--- src/rtl/cfglut_k.sv ---
// ============================================================================
// cfglut_k : runtime-reconfigurable K-input LUT, serially loaded truth table
// Revision : 1.0
// ============================================================================
`default_nettype none

module cfglut_k #(
  parameter int               K    = 5,
  parameter logic [2**K-1:0]  INIT = '0
) (
  input  logic         CLK,
  input  logic         RST,
  input  logic         CE,
  input  logic         CDI,
  input  logic [K-1:0] I,
  output logic         O,
  output logic         O_LO,
  output logic         CDO,
  output logic         CFG_DONE
);

  localparam int           N          = 2**K;
  localparam logic [K-1:0] c_cnt_last = K'(N - 1);
  localparam logic [K-1:0] c_cnt_one  = K'(1);

  generate
    if (K < 2 || K > 6) begin : g_bad_k
      $error("cfglut_k: K must be within 2..6");
    end
  endgenerate

  logic [N-1:0] cfg_q, cfg_d;
  logic [K-1:0] cnt_q, cnt_d;
  logic         done_q, done_d;

  // The done flag only rises on the shift that wraps the counter; CE gaps keep cnt.
  always_comb begin
    cfg_d  = cfg_q;
    cnt_d  = cnt_q;
    done_d = 1'b0;
    if (CE) begin
      cfg_d  = {cfg_q[N-2:0], CDI};
      cnt_d  = cnt_q + c_cnt_one;
      done_d = (cnt_q == c_cnt_last);
    end
  end

  always_ff @(posedge CLK) begin
    if (RST) begin
      cfg_q  <= INIT;
      cnt_q  <= '0;
      done_q <= 1'b0;
    end else begin
      cfg_q  <= cfg_d;
      cnt_q  <= cnt_d;
      done_q <= done_d;
    end
  end

  assign O        = cfg_q[I];
  assign O_LO     = cfg_q[{1'b0, I[K-2:0]}];
  assign CDO      = cfg_q[N-1];
  assign CFG_DONE = done_q;

endmodule

`default_nettype wire

--- config.mk ---
export PLATFORM = sky130hd
export DESIGN_NAME = cfglut_k
export DESIGN_NICKNAME = d
export VERILOG_FILES = /design/src/rtl/cfglut_k.sv
export SDC_FILE = /design/constraint.sdc
export NUM_CORES = 1
export LEC_CHECK = 0
export CORE_AREA = 5 5 64 66
export DETAILED_ROUTE_END_ITERATION = 6
export DIE_AREA = 0 0 69 71
export PLACE_DENSITY = 0.71
export SETUP_SLACK_MARGIN = 0.1
export SYNTH_ARGS = -nofsm -noshare
export SYNTH_HDL_FRONTEND = slang
export SYNTH_SLANG_ARGS = --single-unit
export TNS_END_PERCENT = 1
--- constraint.sdc ---
create_clock -name CLK -period 1.4 [get_ports CLK]
set_input_delay 0.21 -clock CLK [delete_from_list [all_inputs] [get_ports CLK]]
set_output_delay 0.21 -clock CLK [all_outputs]
set_load 0.02 [all_outputs]
### Word level (Yosys, flattened, before mapping)

Cells that the tools add are included.
W data, S select, Z words.

* add/sub/neg operators: 1
* order comparisons: 2
* eq/ne operators: 1
* muxes and demuxes: 4
* bitwise logic cells: 1
* reductions and logical operators: 1

Operators by type and width (number)
* $lt A4 B6 Y1 const B: 1
* $lt A5 B6 Y1 const B: 1
* $add A5 B1 Y5 const B: 1
* $bmux W1 S5: 1
* $eq A5 B5 Y1 const B: 1
* $bmux W1 S4: 1
* $mux W1: 2
* $reduce_or A2 Y1: 1
* $not A1 Y1: 1

* register bits: 38
* input bits: 9
* word-level logic and storage cells: 13

### Depth between registers and ports, before layout

* depth in word-level cells: 2
* depth in mapped cells: 5

### Worst setup path before layout

OpenSTA, ideal clock, no wires.

* path kind: input port to output port
* start: input I[2]
* end: output O
* arrival: 1.408 ns
* path slack: -0.218 ns
* stages: 5
* cell sequence: buf_6 > mux4_2 > mux2_4 > nand3_2 > nand4_1

* longest elaborated chain between the ends: 2

Ends and longest elaborated chain
* start, declared: RTL line 15 `input logic [K-1:0] I,`
* $bmux W1 S5: RTL line 60 `assign O = cfg_q[I];`
* $mux W1 (not written as such): RTL line 60
* end, declared: RTL line 16 `output logic O,`

No other way between the ends. The select of a mux whose other input is x is not followed.

### Worst setup path after layout

* start: register cfg_q[15]
* end: output O

* longest elaborated chain between the ends: 2

Ends and longest elaborated chain
* start, declared: RTL line 32 `logic [N-1:0] cfg_q, cfg_d;`
* start signal, assigned: RTL line 54 `cfg_q <= cfg_d;`
* $bmux W1 S5: RTL line 60
* $mux W1 (not written as such): RTL line 60

No other way between the ends. The select of a mux whose other input is x is not followed.

==> flow_summary.toml <==
[routing]
drt_iter0_markers = 37
detail-route-antenna-nets = 0
post_drt_wl_per_cell_um = 13.2
drt-pass1-iter-count = 4
vias = 1307
drc = 0
drt-total-wl_mm = 3.43
routed_via_density = 5.03

[run]
maxCapViolCount = 0

[yosys]
synth_top_area_share_pct = 45.6
synth_largest_area_cell = "dfxtp_1"
async_reset_ff_share_pct = 0
syn_inst = 156
ys_top_cells_by_area = "dfxtp_1 46%, mux2i_1 23%, nor2_1 8.5%"
synth-edff-count = 0
syn_nets = 167
synthFlopType = "dfxtp_1"
yosys_warnings = 0
ys_seq_elements = 38
synth_cell_types = 28
ys_seq_area_share_pct = 45.6
avgSynthCellArea_sq_um = 10.7
synth_area_sq_um = 1670

[setup_path]
critical-path-max-stage-delay_ps = 450
crit_type = "register to output pin"
arrival_ps = 1720
crit_buf_inv = 1
rr_startpoint = "cnt_q[0]$_SDFFE_PP0P_"
crit_required_ps = 1190
crit_path_end_kind = "output pin"
crit_fanout = 2
critPathTopFamily = "multiplexers"
worst_path_max_delay_cell = "mux4_2"
startpoint_type = "register"
crit_chain = "mux4_2, mux2_4, nand3_2, nand4_1, buf_4"
crit_path_start = "cfg_q[15]$_SDFFE_PP0P_"

[floorplan]
die_area_sq_um = 4900
num_rows = 22
fp.dieW_um = 69
die_y_um = 71
coreArea_sq_um = 3520
initial_core_util_pct = 47.4
io_pins = 13

[pwr]
p_total_uw = 1900
comb_power_share_pct = 10.4
power_density_nw_per_um2 = 838
sw_frac_of_total_pct = 24.0
p_clk_share_pct = 31.4
ir_drop_mv = 0.710
p_sw_uw = 455
intPower_uw = 1440
p_seq_share_pct = 58.1
p_leak_uw = 0.00106

[final_layout]
fillCellCount = 300
area_growth_pct = 35.6
antenna_cells = 0
multiInputGateArea_sq_um = 881
postLayoutCoreUtil_pct = 64.2
fin_nets = 222
register_area_sq_um = 777
drive_above_1_share_pct = 38.2

[place]
port_buffers = 12
place.gp.congestion = 0.751
dp_hpwl_mm = 2.51

[run_status]
status = "finished, violations left"
violations = "negative setup slack"

[cts]
clkSlewWorstSetupHoldPaths_ps = 100
htreeDepth = 2
hold_buffers = 0
tritoncts = "built"
clock_sinks = 38
clockBufferDepth = 2
insertion_delay_ps = 340
cts_buffers = 5
clockRootBuffer = "clkbuf_4"

[hold_path]
hold_class = "input port to register"
min_from = "CE"

[global_route]
grt_pass1_wl_mm = 5.96
grt_pass1_vias = 1297
grt_max_degree = 33
grt_overflow_total = 0
track_usage_pct = 15.2
antenna_found_initial = 0

[timing]
fin_crit_ps = 1930
finClkSkew_ps = 6.41
rsz0062_at_grt = "true"
fin_tns_setup_ps = -1040
max_freq_ghz = 0.518
slew_headroom_pct = 73.8
slew_viol_final = 0
setup_viol = 2
worst_slack_ps = -530
min_period_over_period_pct = 138
tightestPinTransition_ps = 383
hold_viol = 0
per-stage QoR:
| stage | cell area, sq um | hold slack [ps] | instances | setup WS, ps |
|---|---|---|---|---|
| 2_1_floorplan | 1680 | 357 | 156 | -153 |
| 3_3_place_gp | 2160 | 479 | 251 | -1100 |
| 3_5_place_dp | 2160 | 504 | 251 | -1120 |
| 4_1_cts | 2230 | 239 | 260 | -558 |
| 5_1_grt | 2260 | 248 | 260 | -614 |
| 6_report | 2260 | 268 | 260 | -530 |
repair_timing:
| action | in CTS | in global routing |
|---|---|---|
| gates resized for setup | 27 | 12 |
| endpoints found under the setup margin | 5 | 4 |
| setup buffers | 1 | 0 |
| pin swaps | 1 | 5 |
cell usage in the layout, fill, tap and decap left out, types with 2 or more instances in the layout:
master	netlist	final
nor2b_1	2	2
dlygate4sd2_1	0	4
buf_4	0	45
dfxtp_2	0	10
ha_4	0	2
mux2i_1	38	37
dfxtp_1	38	27
xor2_1	2	2
clkbuf_4	0	5
nand4_1	2	2
buf_12	0	2
clkdlybuf4s50_1	0	4
nand2_1	2	2
inv_1	3	3
mux4_2	4	5
nor2_1	38	37
buf_2	5	2
layer usage:
| metal | share of wire [%] | vias to the layer above | GRT usage (%) |
|---|---|---|---|
| met3 | 3.5 | 7 | 4.83 |
| met4 | 1.9 | 0 | 6.51 |
| met2 | 50 | 14 | 26.5 |
| li1 | - | 650 | - |
| met5 | 0 | - | 0 |
| met1 | 44 | 636 | 17.2 |
final timing paths:
check                                              to  slack, ps  cells past startpoint
worst min-delay path              CFG_DONE$_SDFF_PP0_        270                      2
worst max register to register  cnt_q[4]$_SDFFE_PP0P_        180                      5
worst max-delay path                                O       -530                      5
worst min register to register  cfg_q[2]$_SDFFE_PP0P_        530                      2
state kept, by name (all words and copies together), names as in the netlist:
signal	flops
cnt_q	5
cfg_q	32
CFG_DONE	1
cells by family (layout without fill, tap and decap cells):
| kind of cell | count (synthesis) | count (layout) | synth area share [%] |
|---|---|---|---|
| simple gates | 51 | 51 | 13.5 |
| mux | 45 | 45 | 32.2 |
| flops | 38 | 38 | 45.6 |
| buf+inv | 13 | 69 | 3.75 |
| compound gates | 4 | 4 | 1.87 |
| xor+xnor | 3 | 3 | 1.57 |
| fa+ha+maj | 2 | 2 | 1.50 |
worst register-to-register path: cells and delay by family (launching register included):
| kind | cells | cell delay [ps] |
|---|---|---|
| fa+ha+maj | 2 | 380 |
| mux | 1 | 140 |
| flops | 1 | 380 |
| simple gates | 2 | 240 |
synth_stat cells, types with 2 or more instances:
cell / count
mux2i_1: 38
xor2_1: 2
clkbuf_1: 3
nor2_1: 38
nor2b_1: 2
dfxtp_1: 38
buf_2: 5
inv_1: 3
mux4_1: 2
nand2_1: 2
mux4_2: 4
ha_1: 2
nand4_1: 2
power groups by stage:
| stage | clock network, uW | logic [uW] | registers (uW) |
|---|---|---|---|
| 6_report | 596 | 198 | 1100 |
| 5_1_grt | 668 | 213 | 1100 |
| 4_1_cts | 617 | 194 | 1100 |
| 3_5_place_dp | 0 | 196 | 1120 |
| 3_3_place_gp | 0 | 188 | 1120 |
| 2_1_floorplan | 0 | 116 | 1120 |
area by class of cell:
| cell class | count | share of cell area (%) |
|---|---|---|
| clock inverters | 1 | 0.221 |
| well taps | 48 | 2.65 |
| clock buffers | 7 | 2.43 |
| flip-flops and latches | 38 | 34.3 |
| inverters | 3 | 0.498 |
| repair buffers | 58 | 21.0 |
| multi-input cells | 105 | 38.9 |
Note: power is estimated with default switching activity, not from simulation.
